--- src/rtl/sa_ctrl.sv ---
// sa_ctrl: tile sequencer for an N x N output-stationary systolic array (clear, feed, drain, readout).
// Define SA_CTRL_PERF_CNT_EN to build the saturating busy-cycle counter behind cycle_cnt_o.
module sa_ctrl #(
  parameter int N       = 4,
  parameter int K_WIDTH = 8,
  parameter int RD_LAT  = 1
) (
  input  logic                 clk_i,
  input  logic                 rst_ni,
  input  logic                 start_i,
  input  logic [K_WIDTH-1:0]   k_len_i,
  output logic                 busy_o,
  output logic                 done_o,
  output logic                 rd_en_o,
  output logic [K_WIDTH-1:0]   rd_addr_o,
  output logic [N-1:0]         a_valid_o,
  output logic [N-1:0]         b_valid_o,
  output logic                 a_clr_o,
  output logic                 b_clr_o,
  output logic                 acc_clr_o,
  output logic                 out_valid_o,
  input  logic                 out_ready_i,
  output logic [$clog2(N)-1:0] out_row_o,
  output logic [31:0]          cycle_cnt_o
);

  localparam int ROW_W     = $clog2(N);
  localparam int DRAIN_CYC = 2 * N + RD_LAT;
  localparam int DRAIN_W   = $clog2(DRAIN_CYC);
  localparam int SKEW_LEN  = RD_LAT + N - 1;

  typedef enum logic [2:0] {
    IDLE,
    CLEAR,
    FEED,
    DRAIN,
    READOUT
  } state_e;

  state_e              state_q, state_d;
  logic [K_WIDTH-1:0]  k_q, k_d;
  logic [K_WIDTH-1:0]  addr_q, addr_d;
  logic [DRAIN_W-1:0]  drain_q, drain_d;
  logic [ROW_W-1:0]    row_q, row_d;
  logic                done_q, done_d;
  logic [SKEW_LEN-1:0] skew_q, skew_d;
  logic                feed_last;
  logic                drain_last;
  logic                row_last;

  always_ff @(posedge clk_i or negedge rst_ni) begin
    if (!rst_ni) begin
      state_q <= IDLE;
      k_q     <= '0;
      addr_q  <= '0;
      drain_q <= '0;
      row_q   <= '0;
      done_q  <= 1'b0;
      skew_q  <= '0;
    end else begin
      state_q <= state_d;
      k_q     <= k_d;
      addr_q  <= addr_d;
      drain_q <= drain_d;
      row_q   <= row_d;
      done_q  <= done_d;
      skew_q  <= skew_d;
    end
  end

  always_comb begin
    state_d    = state_q;
    k_d        = k_q;
    addr_d     = addr_q;
    drain_d    = drain_q;
    row_d      = row_q;
    done_d     = 1'b0;
    feed_last  = (addr_q == (k_q - K_WIDTH'(1)));
    drain_last = (drain_q == DRAIN_W'(DRAIN_CYC - 1));
    row_last   = (row_q == ROW_W'(N - 1));
    // The skew line keeps shifting in every state so it empties itself during DRAIN.
    skew_d     = {skew_q[SKEW_LEN-2:0], (state_q == FEED)};

    case (state_q)
      IDLE: begin
        if (start_i && (k_len_i != '0)) begin
          state_d = CLEAR;
          k_d     = k_len_i;
        end
      end
      CLEAR: begin
        state_d = FEED;
        addr_d  = '0;
      end
      FEED: begin
        if (feed_last) begin
          state_d = DRAIN;
          addr_d  = '0;
          drain_d = '0;
        end else begin
          addr_d = addr_q + K_WIDTH'(1);
        end
      end
      DRAIN: begin
        if (drain_last) begin
          state_d = READOUT;
          drain_d = '0;
          row_d   = '0;
        end else begin
          drain_d = drain_q + DRAIN_W'(1);
        end
      end
      READOUT: begin
        if (out_ready_i) begin
          if (row_last) begin
            state_d = IDLE;
            row_d   = '0;
            done_d  = 1'b1;
          end else begin
            row_d = row_q + ROW_W'(1);
          end
        end
      end
      default: state_d = IDLE;
    endcase
  end

  assign busy_o      = (state_q != IDLE);
  assign done_o      = done_q;
  assign rd_en_o     = (state_q == FEED);
  assign rd_addr_o   = rd_en_o ? addr_q : '0;
  assign a_clr_o     = (state_q == CLEAR);
  assign b_clr_o     = (state_q == CLEAR);
  assign acc_clr_o   = (state_q == CLEAR);
  assign out_valid_o = (state_q == READOUT);
  assign out_row_o   = row_q;

  // Row r and column c see the same read-enable delayed by RD_LAT + index.
  for (genvar i = 0; i < N; i++) begin : g_skew
    assign a_valid_o[i] = skew_q[RD_LAT+i-1];
    assign b_valid_o[i] = skew_q[RD_LAT+i-1];
  end

`ifdef SA_CTRL_PERF_CNT_EN
  logic        start_acc;
  logic [31:0] cyc_q, cyc_d;

  assign start_acc = (state_q == IDLE) && start_i && (k_len_i != '0);

  always_comb begin
    cyc_d = cyc_q;
    if (start_acc) begin
      cyc_d = '0;
    end else if (busy_o && (cyc_q != 32'hFFFF_FFFF)) begin
      cyc_d = cyc_q + 32'd1;
    end
  end

  always_ff @(posedge clk_i or negedge rst_ni) begin
    if (!rst_ni) begin
      cyc_q <= '0;
    end else begin
      cyc_q <= cyc_d;
    end
  end

  assign cycle_cnt_o = cyc_q;
`else
  assign cycle_cnt_o = '0;
`endif

endmodule

--- config.mk ---
export PLATFORM = sky130hd
export DESIGN_NAME = sa_ctrl
export DESIGN_NICKNAME = d
export VERILOG_FILES = /design/src/rtl/sa_ctrl.sv
export SDC_FILE = /design/constraint.sdc
export NUM_CORES = 1
export LEC_CHECK = 0
export ABC_AREA = 1
export ABC_CLOCK_PERIOD_IN_PS = 1600
export CAP_MARGIN = 20
export CORE_MARGIN = 1
export CORE_UTILIZATION = 42
export CTS_BUF_LIST = sky130_fd_sc_hd__clkbuf_8 sky130_fd_sc_hd__clkbuf_16
export DETAILED_ROUTE_END_ITERATION = 16
export GPL_TIMING_DRIVEN = 1
export PLACE_DENSITY = 0.82
export SLEW_MARGIN = 10
export SYNTH_ARGS = -nofsm -noshare
export SYNTH_HDL_FRONTEND = slang
export SYNTH_SLANG_ARGS = --single-unit
export TNS_END_PERCENT = 50
--- constraint.sdc ---
create_clock -name clk_i -period 1.6 [get_ports clk_i]
set_input_delay 0.4 -clock clk_i [delete_from_list [all_inputs] [get_ports clk_i]]
set_output_delay 0.4 -clock clk_i [all_outputs]
set_load 0.05 [all_outputs]
### After elaboration in Yosys (flattened, before gate mapping)

Index checks and enable logic that the tools add are counted.

* add/sub/neg operators: 4
* equality and inequality tests: 12
* mux-type cells: 19
* reductions and logical operators: 11

Operators by type and width (number)
* 8-bit 2-to-1 mux: 2
* 8-bit case mux with 2 select lines: 1
* 3-bit 2-to-1 mux: 5
* 3-bit case mux with 5 select lines: 1
* 8-bit by 1-bit adder with 8-bit output (second input constant): 1
* 8-bit equality test: 1
* 4-bit 2-to-1 mux: 2
* 4-bit case mux with 2 select lines: 1
* 8-bit nonzero test: 1
* 8-bit by 1-bit subtractor with 8-bit output (second input constant): 1
* 3-bit by 2-bit equality test with 1-bit output (second input constant): 2
* 2-bit 2-to-1 mux: 3
* 2-bit by 1-bit inequality test with 1-bit output (second input constant): 3
* 2-bit nonzero test: 3
* 5-bit AND reduction: 1
* 4-bit by 1-bit adder with 4-bit output (second input constant): 1
* 4-bit equality test (second input constant): 1
* 2-bit inequality test (second input constant): 2
* 2-bit case mux with 2 select lines: 1
* 2-bit AND reduction: 2
* 3-bit by 1-bit equality test with 1-bit output (second input constant): 1
* 3-bit equality test (second input constant): 1
* 3-bit zero test: 1
* 1-bit 2-to-1 mux: 3
* other kinds (5): 5

* register bits after elaboration: 30
* bits of input ports: 12
* output and inout bits: 57
* logic and storage cells: 53

### Longest topological paths before layout

Gate-level depths: netlist of run 1.

* word-level depth: 4
* gate-level depth with buffers: 14
* depth with buffers taken out: 14

### Least setup slack after synthesis of run 1

OpenSTA, ideal clock, no wires.

* path type: register to output
* start point: register state_q[2]
* end point: output port acc_clr_o
* arrival time: 2.051 ns
* data required time: 1.200 ns
* setup slack: -0.851 ns
* cell stages (with the launch flop): 3
* path buffers: 1
* cell sequence: dfrtp_1 -> nor3_1 -> buf_4

* word-level cells in the longest chain between the ends: 1

RTL lines
* start, declared: line 40 `state_e state_q, state_d;`
* start signal, assigned: line 61 `state_q <= state_d;`
* 3-bit by 1-bit equality test with 1-bit output
* end, declared: line 20 `output logic acc_clr_o,`

No other way between the ends.

### Final worst setup path of run 1

* start point: register state_q[2]
* end point: output port rd_addr_o[4]

* word-level cells in the longest chain between the ends: 2

RTL lines
* 3-bit by 2-bit equality test with 1-bit output: line 130 `assign rd_en_o = (state_q == FEED);`
* 8-bit 2-to-1 mux: line 131 `assign rd_addr_o = rd_en_o ? addr_q : '0;`
* end, declared: line 15 `output logic [K_WIDTH-1:0] rd_addr_o,`

No other way between the ends.

==> Implementation_results.wiki, run 1 <==
{| class="wikitable"
! Metric !! Value
|-
| Outcome || finished with violations
|-
| Failing checks || DRC, setup timing
|-
| Endpoint arrival time on the critical path || approximately 1.4 ns
|-
| Post-synth design cell area || slightly above 0.002 sq mm
|-
| Synthesis-stage register bit count || 30
|-
| Number of vias per cell after detailed routing || between 4 and 5
|-
| Area growth from synthesis to layout || 52.2%
|-
| CTS tree || yes
|-
| Total via count after detailed routing || around 1900
|-
| Worst voltage drop across the vdd grid || 1480 uV
|-
| Number of port buffers || 36
|-
| Most numerous cell on the critical path || sky130_fd_sc_hd__nor2_4
|-
| Die W || 72.1 um
|-
| Initial cell density of the core || 0.437
|-
| Clock Sink Count || 30
|-
| Share of synthesized area occupied by flip-flops and latches || 0.364
|-
| Total routed wirelength || about 5100 um
|-
| Layout cell share with drive strength beyond 1 || 0.345
|-
| Clock root buffer || sky130_fd_sc_hd__clkbuf_8
|-
| Buffer levels on the longest clock path || 2
|-
| Total buffers and inverters traversed by the critical path || 3
|-
| Setup CP Type || register to primary output
|-
| Critical Path End Type || primary output
|-
| Largest net degree at the start of global routing || 31
|-
| Crit-path max cell delay || 0.42 ns
|-
| Number of DRC violations after detailed-routing iteration 0 || 130
|-
| Overall die area || 0.00520 sq mm
|-
| Synth Area per Inst || approximately 7.7 sq um
|-
| List of cells traversed by the critical path || nor2_2 > inv_2 > nor2_4 > inv_8 > nor2_4 > buf_12
|-
| Hold-fix buffers, CTS || 0
|-
| Highest clock frequency the design can meet || about 560 MHz
|-
| Final-layout fill cell count || around 330
|-
| Final layout net count || around 350
|-
| Skew-Pair Late Insertion Delay || between 0.2 and 0.3 ns
|-
| Total count of max-transition violations in the final report || 0
|-
| Final setup skew || 0.00567 ns
|-
| Smallest setup slack after layout || -0.185 ns
|-
| Max cap viols || 0
|-
| CTS clock-pin slew for the worst setup and hold paths || approximately 0.070 ns
|-
| Number of levels the H-tree was split into || 2
|-
| Final setup violation count || 27
|-
| DRT Pass-1 Iters || 11
|-
| ANT cells || 0
|-
| Worst-path fanout max || 9
|-
| Half-perimeter wire length after placement || between 3000 and 4000 um
|-
| Synth area leaders || sky130_fd_sc_hd__dfrtp_1 (36%), sky130_fd_sc_hd__buf_4 (14%), sky130_fd_sc_hd__nand2_1 (10%)
|-
| Setup repair after global routing missed its margin || true
|-
| Area share of the leading cell type in the synthesized netlist || 0.364
|-
| Most common library cell in the layout ignoring fill and taps || sky130_fd_sc_hd__nand2_1
|-
| Final Hold Fails || 0
|-
| Number of DRC violations after detailed routing || 2
|-
| Internal reg-to-reg setup slack || -0.12 ns
|-
| Critical Path RT || ~1.2 ns
|-
| Kind of path behind the tightest hold check || input port to asynchronous set/reset pin
|-
| Fin crit period || 1.79 ns
|-
| Vias in the first global route || between 1500 and 2000
|-
| Initial antenna violation count || 0
|-
| Boundary pin count || 69
|-
| Slowest-stage cell, CP || sky130_fd_sc_hd__dfrtp_2
|-
| Antenna Nets Post-Route || 0
|-
| Commonest non-fill, non-tap cells in the layout || sky130_fd_sc_hd__nand2_1 (53), sky130_fd_sc_hd__conb_1 (32), sky130_fd_sc_hd__dfrtp_1 (29), sky130_fd_sc_hd__buf_12 (26), sky130_fd_sc_hd__nand3_1 (23)
|-
| Grt total ovfl || 0
|-
| Final TNS setup || -2.86 ns
|-
| CTS Buf Count || 5
|-
| Final worst path period share || 1.12
|-
| Placer congestion estimate || 0.834
|-
| Dpl cells || 384
|-
| CP Launch Type || register
|-
| Routed wire length per instance || about 13 um
|-
| Final-layout worst hold slack || 0.476 ns
|-
| Family with the most delay on the worst path || flip-flops
|-
| Total core area || between 0.004 and 0.005 sq mm
|-
| Syn Inst Count || between 200 and 300
|-
| Core Rows || 25
|-
| Power density over cell area || between 1500 and 2000 mW/mm^2
|-
| Total area of sequential cells || 752 sq um
|-
| Area used by multi-input combinational logic || 0.00120 sq mm
|-
| Area leader, netlist || sky130_fd_sc_hd__dfrtp_1
|-
| Synthesis warning total || 0
|-
| Total leakage power || approximately 0.0015 uW
|-
| Wire length of the first global-routing pass || approximately 8000 um
|-
| Die boundary height || slightly above 70 um
|-
| Final cell count without fillers || about 400
|-
| Netlist cell types || 29
|-
| Total global routing track utilization || 0.195
|}
[repair_timing]
item	4_1_cts	5_1_grt
pin swaps	6	6
cloned	1	0
gates resized for setup	12	14
setup buffers	0	4
setup endpoints to repair	29	34
[layer usage]
metal  track usage  up-vias  wire length (um)
met5             0        -                 0
met4        0.0610        0               125
met3        0.0444       18               259
met2         0.352       97              2760
met1         0.228      904              1930
li1              -      907                 -
[final timing paths]
kind	start	end	cells past startpoint
max in group asynchronous	rst_ni	state_q[2]	2
min in group clk_i	a_valid_o[2]	a_valid_o[3]	0
max	state_q[2]	rd_addr_o[4]	6
min reg2reg	a_valid_o[2]	a_valid_o[3]	0
max reg2reg	k_q[0]	drain_q[0]	11
min	rst_ni	k_q[3]	2
[cell usage after synthesis (all sizes together)]
library cell,n
xnor2,3
buf,39
nor2,30
clkinv,1
nand4,3
xor2,7
o21ai,5
nor3,6
a31o,1
nand3,28
and3,1
nor4,2
dfrtp,30
nand2,59
conb,1
a21oi,9
inv,34
o22ai,4
ha,5
[per-stage QoR]
stage	area [sq um]	worst slack (ns)	power, uW	util
2_1_floorplan	2260	-0.317	3430	-
3_3_place_gp	2840	-0.227	4520	0.601
3_5_place_dp	2840	-0.265	4600	0.601
4_1_cts	3030	-0.201	5730	0.642
5_1_grt	3140	-0.237	6290	0.665
6_report	3140	-0.185	5980	0.665
[power breakdown]
group	leakage [uW]	internal, uW	switching, uW	total, uW
sequential	0.000381	1000	302	1310
combinational	0.00101	1490	2210	3710
clock	0.0000714	664	298	962
total	0.00146	3160	2810	5980
[cell families after synthesis]
kind of cell	share of synthesized area
and+or+nand+nor	0.302
other	0.00182
buffers and inverters	0.206
xor gates and xnor gates	0.0425
AOI/OAI and AO/OA	0.0540
adders and majority gates	0.0303
DFF	0.364
[sequential cells by signal, summed over array words and instances (netlist names)]
signal     count
a_valid_o      4
state_q        3
out_row_o      2
k_q            8
drain_q        4
addr_q         8
done_o         1
[area by class of cell]
class                   instances  share of cell area
flip-flops and latches         30               0.240
clock buffers                   6              0.0263
repair buffers                 61               0.262
well taps                      67              0.0267
multi-input cells             196               0.382
clock inverters                 2              0.0191
inverters                      35              0.0442
Note: power is estimated with default switching activity, not from simulation.
==> inputs of run 2 (changes only) <==
--- a/config.mk
+++ b/config.mk
@@ -14,6 +14,7 @@
 export DETAILED_ROUTE_END_ITERATION = 16
 export GPL_TIMING_DRIVEN = 1
 export PLACE_DENSITY = 0.82
+export SETUP_SLACK_MARGIN = 0.4
 export SLEW_MARGIN = 10
 export SYNTH_ARGS = -nofsm -noshare
 export SYNTH_HDL_FRONTEND = slang
==> run 2 against run 1 <==
Net effect:
- flip-flop and latch count did not move
- die area did not move
- worst hold slack improved by 0.0094 ns
- the run ends with setup timing left
- power fell by 0.97%
- clock-buffer cell count did not move
- maximum frequency fell by 5.7%
- critical path depth did not move
- clock skew rose by 0.0033 ns
- combinational power rose by 2%
- register-to-register slack got worse by 0.02 ns
- wire length rose by 7.0%
==> Implementation_results.wiki, run 2 (synthesis results as in run 1) <==
{| class="wikitable"
! Metric !! Value
|-
| Die boundary height || a little over 70 um
|-
| Relative contribution of combinational cells to total power || 0.643
|-
| CP Launch Type || register
|-
| Area of all placed cells without fillers || about 0.0032 sq mm
|-
| Placed standard-cell area || about 0.0029 sq mm
|-
| Half-perimeter wire length after placement || 3620 um
|-
| Kind of path behind the tightest hold check || input port to asynchronous set/reset pin
|-
| DRT Pass-1 Iters || 4
|-
| Commonest non-fill, non-tap cells in the layout || sky130_fd_sc_hd__nand2_1 (50), sky130_fd_sc_hd__conb_1 (32), sky130_fd_sc_hd__dfrtp_1 (28), sky130_fd_sc_hd__buf_12 (26), sky130_fd_sc_hd__buf_4 (25)
|-
| Routed wire length per instance || ~14 um
|-
| Die W || between 70 and 80 um
|-
| Wire length of the first global-routing pass || about 8000 um
|-
| Most common library cell in the layout ignoring fill and taps || sky130_fd_sc_hd__nand2_1
|-
| Highest clock frequency the design can meet || about 530 MHz
|-
| Clk network pwr share || 0.134
|-
| Largest registers || addr_q x8, k_q x8
|-
| CTS clock-pin slew for the worst setup and hold paths || roughly 0.07 ns
|-
| Layout cell share with drive strength beyond 1 || 0.374
|-
| Int Power || between 3000 and 4000 uW
|-
| Total via count after detailed routing || ~1900
|-
| Worst voltage drop across the vdd grid || 1810 uV
|-
| Total global routing track utilization || 0.201
|-
| Setup repair after global routing missed its margin || true
|-
| Total count of max-transition violations in the final report || 0
|-
| Design Power || 5920 uW
|-
| Antenna Nets Post-Route || 0
|-
| Critical Path End Type || primary output
|-
| Max cap viols || 0
|-
| Placer congestion estimate || between 0.8 and 0.9
|-
| Number of vias per cell after detailed routing || 4.84
|-
| Final Hold Fails || 0
|-
| Grt total ovfl || 0
|-
| Failing checks || setup timing
|-
| Endpoint arrival time on the critical path || 1.49 ns
|-
| Total routed wirelength || 5430 um
|-
| Cell count of the worst reg-to-reg path || 11
|-
| Number of port buffers || 36
|-
| Number of DRC violations after detailed routing || 0
|-
| Overall die area || a little over 0.005 sq mm
|-
| Largest net degree at the start of global routing || 31
|-
| Final layout net count || 350
|-
| Clock Sink Count || 30
|-
| Core Rows || 25
|-
| Clock root buffer || sky130_fd_sc_hd__clkbuf_8
|-
| Sw Ratio || 0.488
|-
| Final setup skew || roughly 0.009 ns
|-
| Smallest setup slack after layout || -0.293 ns
|-
| Power density over cell area || 1860 mW/mm^2
|-
| Skew-Pair Late Insertion Delay || between 0.2 and 0.3 ns
|-
| Boundary pin count || slightly below 70
|-
| CTS Buf Count || 5
|-
| Total leakage power || 0.00150 uW
|-
| Buffer levels on the longest clock path || 2
|-
| Vias in the first global route || around 1800
|-
| Final setup violation count || 28
|-
| Initial cell density of the core || 0.437
|-
| Critical Path RT || 1.20 ns
|-
| Fin crit period || ~1.9 ns
|-
| Total core area || roughly 0.0047 sq mm
|-
| Final worst path period share || 1.18
|-
| Worst-case setup slack after placement || -0.385 ns
|-
| Number of levels the H-tree was split into || 2
|-
| Number of DRC violations after detailed-routing iteration 0 || 139
|-
| Area growth from synthesis to layout || 54.0%
|-
| Final-layout fill cell count || around 350
|-
| Initial antenna violation count || 0
|-
| Setup CP Type || register to primary output
|-
| Switching pwr || between 2000 and 3000 uW
|-
| Part of the power in registers || 0.223
|-
| Outcome || finished with violations
|-
| ANT cells || 0
|-
| CTS tree || yes
|-
| Worst-path fanout max || 9
|}
-- run 2: worst paths after layout --
path,start,endpoint,slack (ns)
worst max-delay path,state_q[2],rd_addr_o[5],-0.29
worst min-delay path,rst_ni,addr_q[5],0.49
worst max register to register,k_q[0],drain_q[3],-0.14
max in group asynchronous,rst_ni,out_row_o[0],0.94
min in group clk_i,a_valid_o[2],a_valid_o[3],0.52
worst min register to register,a_valid_o[2],a_valid_o[3],0.52
-- run 2: what timing repair did --
item,in CTS,in global routing
hold buffers,0,0
pin swaps,8,14
setup buffers,3,5
gates cloned,1,0
gates resized for setup,22,19
setup endpoints to repair,50,51
-- run 2: routing by layer --
metal  track usage  share of wire  vias to the layer above
li1              -              -                      908
met1         0.238           0.38                      924
met3        0.0403          0.057                       12
met2         0.351           0.53                       95
met5             0              0                        -
met4        0.0915          0.025                        0
-- run 2: area by class of cell --
cell class	count	area (sq um)	area share
multi-input cells	196	1240	0.390
repair buffers	65	847	0.267
flip-flops and latches	30	753	0.237
inverters	35	139	0.0437
well taps	67	83.8	0.0264
clock buffers	6	82.6	0.0260
clock inverters	2	33.8	0.0106
-- run 2: power groups by stage --
stage | sequential (uW) | clock [uW] | combinational (uW)
2_1_floorplan | 1400 | 0 | 2080
3_3_place_gp | 1280 | 0 | 3300
3_5_place_dp | 1300 | 0 | 3390
4_1_cts | 1300 | 802 | 3550
5_1_grt | 1350 | 831 | 4040
6_report | 1320 | 793 | 3800
-- run 2: metrics by stage --
stage / instances / hold WS (ns) / util / setup TNS, ns
finish: 401 / 0.486 / 0.673 / -4.19
global route: 401 / 0.494 / 0.673 / -6.04
CTS: 396 / 0.486 / 0.648 / -2.89
detailed placement: 384 / 0.519 / 0.605 / -4.08
global placement: 384 / 0.499 / 0.605 / -2.23
floorplan: 299 / 0.104 / - / -2.56
-- run 2: worst max-delay path: stages (launching register included) --
cell and delay (ns):
sky130_fd_sc_hd__dfrtp_2 0.43, sky130_fd_sc_hd__nor2_4 0.13, sky130_fd_sc_hd__inv_2 0.07, sky130_fd_sc_hd__nor2_4 0.20, sky130_fd_sc_hd__inv_8 0.10, sky130_fd_sc_hd__nor2_4 0.12
sky130_fd_sc_hd__buf_12 0.14
